<file path="src/rtl/mem_port_arbiter_pkg.sv">
// Shared encodings for the instruction/data memory port arbiter.
package mem_port_arbiter_pkg;

    typedef enum logic [1:0] {
        ST_IDLE = 2'd0,
        ST_BUSY = 2'd1,
        ST_DONE = 2'd2
    } arb_state_e;

    typedef enum logic {
        GRANT_INST = 1'b0,
        GRANT_DATA = 1'b1
    } grant_e;

    localparam int unsigned CNT_W = 4;

    // A tie goes to the favoured requester; otherwise whoever is asking wins.
    function automatic grant_e pick_grant(input logic inst_req, input logic data_req,
                                          input grant_e favoured);
        if (inst_req && data_req) begin
            return favoured;
        end
        return data_req ? GRANT_DATA : GRANT_INST;
    endfunction

endpackage

</file>
<file path="src/rtl/arb_latency_counter.sv">
// Down-counter timing the memory access phase; last_o flags the final access cycle.
module arb_latency_counter
    import mem_port_arbiter_pkg::*;
#(
    parameter int unsigned W = CNT_W
) (
    input  logic         clk,
    input  logic         reset,
    input  logic         load_i,
    input  logic         dec_i,
    input  logic [W-1:0] load_val_i,
    output logic         last_o
);

    logic [W-1:0] count_q;

    always_ff @(posedge clk or posedge reset) begin
        if (reset) begin
            count_q <= '0;
        end else if (load_i) begin
            count_q <= load_val_i;
        end else if (dec_i && (count_q != '0)) begin
            count_q <= count_q - 1'b1;
        end
    end

    assign last_o = (count_q == '0);

endmodule

</file>
<file path="src/rtl/mem_port_arbiter.sv">
// Arbitrates instruction fetch and data access onto one fixed-latency memory port.
// Define ROUND_ROBIN_EN to alternate on ties; otherwise data wins ties.
module mem_port_arbiter
    import mem_port_arbiter_pkg::*;
#(
    parameter int ADDR_W  = 32,
    parameter int DATA_W  = 32,
    parameter int LATENCY = 4
) (
    input  logic              clk,
    input  logic              reset,
    input  logic              i_req,
    input  logic [ADDR_W-1:0] i_addr,
    output logic [DATA_W-1:0] i_rdata,
    output logic              i_done,
    input  logic              d_req,
    input  logic              d_we,
    input  logic [ADDR_W-1:0] d_addr,
    input  logic [DATA_W-1:0] d_wdata,
    output logic [DATA_W-1:0] d_rdata,
    output logic              d_done,
    output logic              mem_valid,
    output logic              mem_we,
    output logic [ADDR_W-1:0] mem_addr,
    output logic [DATA_W-1:0] mem_wdata,
    input  logic [DATA_W-1:0] mem_rdata
);

    localparam logic [CNT_W-1:0] LOAD_VAL = CNT_W'(LATENCY - 1);

    arb_state_e        state_q;
    grant_e            grant_q;
    grant_e            grant_d;
    grant_e            favoured;
    logic [ADDR_W-1:0] addr_q;
    logic              we_q;
    logic [DATA_W-1:0] wdata_q;
    logic [DATA_W-1:0] i_rdata_q;
    logic [DATA_W-1:0] d_rdata_q;
    logic              valid_q;
    logic              i_done_q;
    logic              d_done_q;
    logic              cnt_load;
    logic              cnt_dec;
    logic              cnt_last;

`ifdef ROUND_ROBIN_EN
    grant_e rr_q;  // requester favoured on the next tie

    always_ff @(posedge clk or posedge reset) begin
        if (reset) begin
            rr_q <= GRANT_INST;
        end else if (cnt_load) begin
            rr_q <= (grant_d == GRANT_INST) ? GRANT_DATA : GRANT_INST;
        end
    end

    assign favoured = rr_q;
`else
    assign favoured = GRANT_DATA;
`endif

    assign grant_d  = pick_grant(i_req, d_req, favoured);
    assign cnt_load = (state_q == ST_IDLE) && (i_req || d_req);
    assign cnt_dec  = (state_q == ST_BUSY) && !cnt_last;

    arb_latency_counter #(.W(CNT_W)) u_latency_counter (
        .clk        (clk),
        .reset      (reset),
        .load_i     (cnt_load),
        .dec_i      (cnt_dec),
        .load_val_i (LOAD_VAL),
        .last_o     (cnt_last)
    );

    always_ff @(posedge clk or posedge reset) begin
        if (reset) begin
            state_q   <= ST_IDLE;
            grant_q   <= GRANT_INST;
            addr_q    <= '0;
            we_q      <= 1'b0;
            wdata_q   <= '0;
            valid_q   <= 1'b0;
            i_done_q  <= 1'b0;
            d_done_q  <= 1'b0;
            i_rdata_q <= '0;
            d_rdata_q <= '0;
        end else begin
            i_done_q <= 1'b0;
            d_done_q <= 1'b0;
            case (state_q)
                ST_IDLE: begin
                    if (i_req || d_req) begin
                        grant_q <= grant_d;
                        addr_q  <= (grant_d == GRANT_DATA) ? d_addr : i_addr;
                        we_q    <= (grant_d == GRANT_DATA) && d_we;
                        wdata_q <= (grant_d == GRANT_DATA) ? d_wdata : '0;
                        valid_q <= 1'b1;
                        state_q <= ST_BUSY;
                    end
                end
                ST_BUSY: begin
                    if (cnt_last) begin
                        valid_q <= 1'b0;
                        if (grant_q == GRANT_INST) begin
                            i_rdata_q <= mem_rdata;
                            i_done_q  <= 1'b1;
                        end else begin
                            // Stores keep the previous load result visible.
                            if (!we_q) begin
                                d_rdata_q <= mem_rdata;
                            end
                            d_done_q <= 1'b1;
                        end
                        state_q <= ST_DONE;
                    end
                end
                ST_DONE: begin
                    state_q <= ST_IDLE;
                end
                default: begin
                    state_q <= ST_IDLE;
                end
            endcase
        end
    end

    assign mem_valid = valid_q;
    assign mem_we    = valid_q & we_q;
    assign mem_addr  = addr_q;
    assign mem_wdata = wdata_q;
    assign i_done    = i_done_q;
    assign d_done    = d_done_q;
    assign i_rdata   = i_rdata_q;
    assign d_rdata   = d_rdata_q;

endmodule

</file>
<file path="config.mk">
export PLATFORM = sky130hd
export DESIGN_NAME = mem_port_arbiter
export DESIGN_NICKNAME = d
export VERILOG_FILES = /design/src/rtl/mem_port_arbiter_pkg.sv /design/src/rtl/arb_latency_counter.sv /design/src/rtl/mem_port_arbiter.sv
export SDC_FILE = /design/constraint.sdc
export NUM_CORES = 1
export LEC_CHECK = 0
export BUFFER_PORTS_ARGS = -buffer_cell sky130_fd_sc_hd__buf_2
export CELL_PAD_IN_SITES_DETAIL_PLACEMENT = 0
export CELL_PAD_IN_SITES_GLOBAL_PLACEMENT = 1
export CORE_MARGIN = 2
export CORE_UTILIZATION = 33
export DETAILED_ROUTE_END_ITERATION = 8
export PLACE_DENSITY = 0.78
export SLEW_MARGIN = 15
export SYNTH_ARGS = -nofsm -noshare
export SYNTH_HDL_FRONTEND = slang
export SYNTH_SLANG_ARGS = --single-unit
export TNS_END_PERCENT = 10
</file>
<file path="constraint.sdc">
create_clock -name clk -period 4.1 [get_ports clk]
set_input_delay 0.205 -clock clk [delete_from_list [all_inputs] [get_ports clk]]
set_output_delay 0.205 -clock clk [all_outputs]
set_load 0.01 [all_outputs]
</file>
Yosys cells after proc, flatten, opt, wreduce, memory -nomap -nowiden
Index checks and enable logic that the tools add are counted.

storage, ports and cells
  flip-flop bits (word level) = 139
  input bits = 133
  output and inout port bits = 132
  memories kept = 0
  bits in latches = 0
  word-level logic and storage cells = 55
  bits in read-only memories = 0
  memory bits (writable) = 0

cells by class
  equal/unequal tests = 3
  bitwise operators = 3
  shift-type cells = 0
  $mul = 0
  multiplexer cells = 20
  add/sub/neg operators = 1
  divide/modulo/power cells = 0
  reduce and logical (&&, ||, !) cells = 17
  order comparisons = 0

operators with widths
  kind                                                  number
  two-way mux 32 bit                                    2
  two-way mux 1 bit                                     12
  two-way mux 4 bit                                     2
  AND reduction 3 bit                                   2
  logical AND 1 bit                                     5
  logical NOT 4 bit                                     1
  two-way mux 2 bit                                     2
  case mux 2 bit (2 select lines)                       1
  AND reduction 2 bit                                   2
  AND reduction 4 bit                                   1
  nonzero test 2 bit                                    2
  nonzero test 4 bit                                    1
  subtractor 4 x 1 -> 4 bit (second input constant)     1
  equality test 2 x 1 -> 1 bit (second input constant)  1
  logical NOT 2 bit                                     1
  != test 2 x 1 -> 1 bit (second input constant)        1
  != test 2 bit (second input constant)                 1
  inverter 1 bit                                        2
  case mux 1 bit (2 select lines)                       1
  AND 1 bit                                             1
  logical NOT 1 bit                                     1
  logical OR 1 bit                                      1

Logic depth before layout (Yosys ltp)
  depth after elaboration = 6
  gate-level depth with buffers = 8
  gate-level depth less buffers = 5

Hierarchy
A second synthesis with hierarchy kept.

second synthesis, totals
  cells, all modules = 364
  area, all modules = 5756.8 sq um

by module, submodules not included
  module               area each (sq um)  sequential area each (sq um)  cells each  times used
  mem_port_arbiter     5495.3             3378.2                        336         1
  arb_latency_counter  261.5              100.1                         28          1

Worst setup path before layout
Ideal clock, no wire load.

  kind = register to register
  start = reg u_latency_counter.count_q[0]
  end = reg d_rdata_q[0] (netlist: d_rdata[0])
  cell stages (with the launch flop) = 9
  data arrival time = 2180 ps
  slack = 1795 ps
  setup time = 125 ps
  data required time = 3975 ps
  buffers on the path = 3
  clock period less this slack = 2305 ps
  path through = dfrtp_1 inv_1 ha_1 or3b_1 buf_6 or4b_4 buf_6 buf_12 mux2_4

between the ends
  cells in the longest elaborated chain, start to end = 2

ends and longest elaborated chain
  item                           line                       text
  start, declared                arb_latency_counter.sv:15  logic [W-1:0] count_q;
  start signal, assigned         arb_latency_counter.sv:21  count_q <= load_val_i;
  start signal, assigned         arb_latency_counter.sv:23  count_q <= count_q - 1'b1;
  logical NOT 4 bit              arb_latency_counter.sv:27  assign last_o = (count_q == '0);
  AND reduction 4 bit (no line)  n/a
  end signal, assigned           mem_port_arbiter.sv:111    d_rdata_q <= mem_rdata;
  end, declared                  mem_port_arbiter.sv:39     logic [DATA_W-1:0] d_rdata_q;

Every way passes these cells.
A chain may end at the register's enable or synchronous reset.

Final worst setup path
  start = reg u_latency_counter.count_q[1]
  end = reg d_rdata_q[20] (netlist: d_rdata[20])

Same word-level chain as after synthesis.

==> impl_metrics.toml <==
[route]
wire_per_inst_um = 15.3
via_count = 4056
drtAntennaViolNets = 0
drc_errors = 0
firstDrtPassIters = 4
viasPerCell = 4.60
wl_mm = 13.5
first_iter_violations = 119

[setup_path]
worst_ep_arrival_time_ns = 2.87
required_ns = 4.39
reg2reg_slack_ns = 1.51
end_kind = "flop"
cp_max_fo = 32
critPathKind = "flop to flop"
critPathLaunchType = "flop"

[floorplan]
core_region_area_um2 = 17100
io_pins = 265
rows = 48
die_h_um = 136
die-area_um2 = 18400
fp.dieW_um = 136
start_util = 0.335

[layout]
drive_above_1_share = 0.661
area_delta_synth_final_pct = 39.5
diodes = 0
multi_input_area_um2 = 2090
finalNetCount = 779
seq_area_um2 = 3480
fill_cells = 1553
fin_util = 0.467

[global_route]
grt_max_degree = 107
grt_pass1_wl_mm = 21.2
grt_pass1_vias = 4325
track_usage = 0.148
gr-total-overflow = 0
antenna_found_initial = 1

[sta]
finalSetupTns_ns = 0
fin_hold_ws_ns = 0.0147
fmax_ghz = 0.386
timing.final.crit_period_ns = 2.59
max_slew.worst_pin.slew_ns = 0.943
min_period_over_period = 0.631
setup_viol = 0
rsz0062_at_grt = "false"
max_slew_margin = 0.371
worst_clock_skew_ns = 0.00701
finalHoldViolations = 0
drv_slew = 0

[cts]
ctsHtreeMaxLevel = 4
cts_buffer_depth = 2
cts_tree = "built"
cts.sinks = 139
clk_latency_ns = 0.41
clockRootBuffer = "clkbuf_16"
cts_buffers = 17
path_clk_slew_ns = 0.06

[power_and_ir_drop]
ir_worst_vdd_mv = 0.281
p_leak_nw = 4.05
power.density_nw_per_um2 = 774

[synthesis]
netlist_instances = 364
syn_area_per_cell_um2 = 15.7
synthFlopType = "dfrtp_1"
synth_edf_count = 0
synth_warnings = 0
synthArstFlopShare = 1.00
netlist_area_um2 = 5730
syn_nets = 499
ys_types = 32
synth-seq-area-share = 0.607
ys_seq_elements = 139

[placed_design]
place.gp.congestion = 0.715
hpwl_mm = 9.59
io_buffers = 264

[min_path]
hold_class = "input port to async pin"

[status]
status = "completed"

[run]
timing.max_cap.violations = 0
sequential cells by signal (all words and copies together) (netlist names):
register / count
d_done: 1
d_rdata: 32
grant_q: 1
i_done: 1
i_rdata: 32
mem_addr: 32
mem_valid: 1
mem_wdata: 32
state_q: 2
u_latency_counter.count_q: 4
we_q: 1
area by class of cell:
| class | count | share of cell area |
|---|---|---|
| sequential | 139 | 0.435 |
| multi-input combinational | 196 | 0.261 |
| timing repair buffer | 285 | 0.191 |
| clock buffer | 18 | 0.0549 |
| tap | 225 | 0.0352 |
| clock inverter | 14 | 0.0200 |
| inverter | 5 | 0.00297 |
cell usage after synthesis, types with 2 or more instances:
| cell | instances | area share |
|---|---|---|
| dfrtp_1 | 139 | 0.61 |
| mux2_2 | 98 | 0.19 |
| a22o_1 | 33 | 0.050 |
| mux2_4 | 30 | 0.079 |
| clkbuf_1 | 15 | 0.0098 |
| inv_1 | 5 | 0.0033 |
| o21ai_0 | 5 | 0.0044 |
| nand2_1 | 4 | 0.0026 |
| and2_1 | 3 | 0.0033 |
| buf_12 | 3 | 0.010 |
| buf_2 | 3 | 0.0026 |
| nor3_1 | 3 | 0.0026 |
| buf_6 | 2 | 0.0039 |
| ha_1 | 2 | 0.0044 |
| nor2_1 | 2 | 0.0013 |
repair_timing:
action	CTS	global route
resized for setup	0	0
buffers inserted	0	0
hold buffers	17	1
hold endpoints to repair	17	1
cell families after synthesis:
group,Yosys count,share of synthesized area
DFF,139,0.607
muxes,129,0.273
AOI/OAI and AO/OA,44,0.0625
buffers and inverters,29,0.0308
and+or+nand+nor,21,0.0223
adders and majority gates,2,0.00437
worst max-delay path, stage by stage, from the launching register on:
cell and delay, ns:
dfrtp_1 0.39, inv_1 0.11, ha_1 0.19, or3b_1 0.48, or4b_4 0.85, mux2_4 0.40
worst paths after layout:
check | startpoint | endpoint | depth (start not counted)
min in group clk | d_wdata[2] | mem_wdata[2] | 2
setup / recovery | u_latency_counter.count_q[1] | d_rdata[20] | 5
setup reg to reg | u_latency_counter.count_q[1] | d_rdata[20] | 5
hold / removal | reset | mem_wdata[6] | 2
hold reg to reg | d_rdata[12] | d_rdata[12] | 1
max in group asynchronous | reset | mem_addr[12] | 3
stage by stage:
stage                     power [W]  setup slack, ns  instance area (um^2)  std cells
after detailed placement    0.00470             1.53                  7210        832
final                       0.00619             1.51                  7990        882
after floorplan             0.00375            0.170                  5730        364
after global routing        0.00658             1.42                  7990        882
after CTS                   0.00627             1.52                  7980        881
after global placement      0.00461             1.62                  7210        832
power breakdown:
part / leakage (nW) / switching (W) / internal [W] / total (W)
Sequential: 1.67 / 0.000368 / 0.00204 / 0.00240
Combinational: 2.10 / 0.00103 / 0.00122 / 0.00226
Clock: 0.285 / 0.000605 / 0.000923 / 0.00153
Total: 4.05 / 0.00201 / 0.00418 / 0.00619
layout by cell type, fill, tap and decap left out, types with 2 or more instances in the layout:
| cell | count |
|---|---|
| clkinvlp_4 | 3 |
| mux2_4 | 30 |
| dlygate4sd3_1 | 18 |
| mux2_2 | 98 |
| a22o_1 | 33 |
| nor2_1 | 2 |
| clkinv_4 | 4 |
| clkbuf_16 | 17 |
| inv_1 | 4 |
| nand2_1 | 4 |
| bufinv_16 | 2 |
| nor3_1 | 3 |
| buf_4 | 3 |
| o21ai_0 | 5 |
| dfrtp_1 | 139 |
| buf_2 | 264 |
| and2_1 | 2 |
| inv_6 | 4 |
| ha_1 | 2 |
per-layer routing:
metal | share of wire | global-route usage
met1 | 0.41 | 0.172
met2 | 0.50 | 0.252
met4 | 0.016 | 0.0544
met3 | 0.077 | 0.0516
met5 | 0.00096 | 0
(Power assumes the default switching activity.)
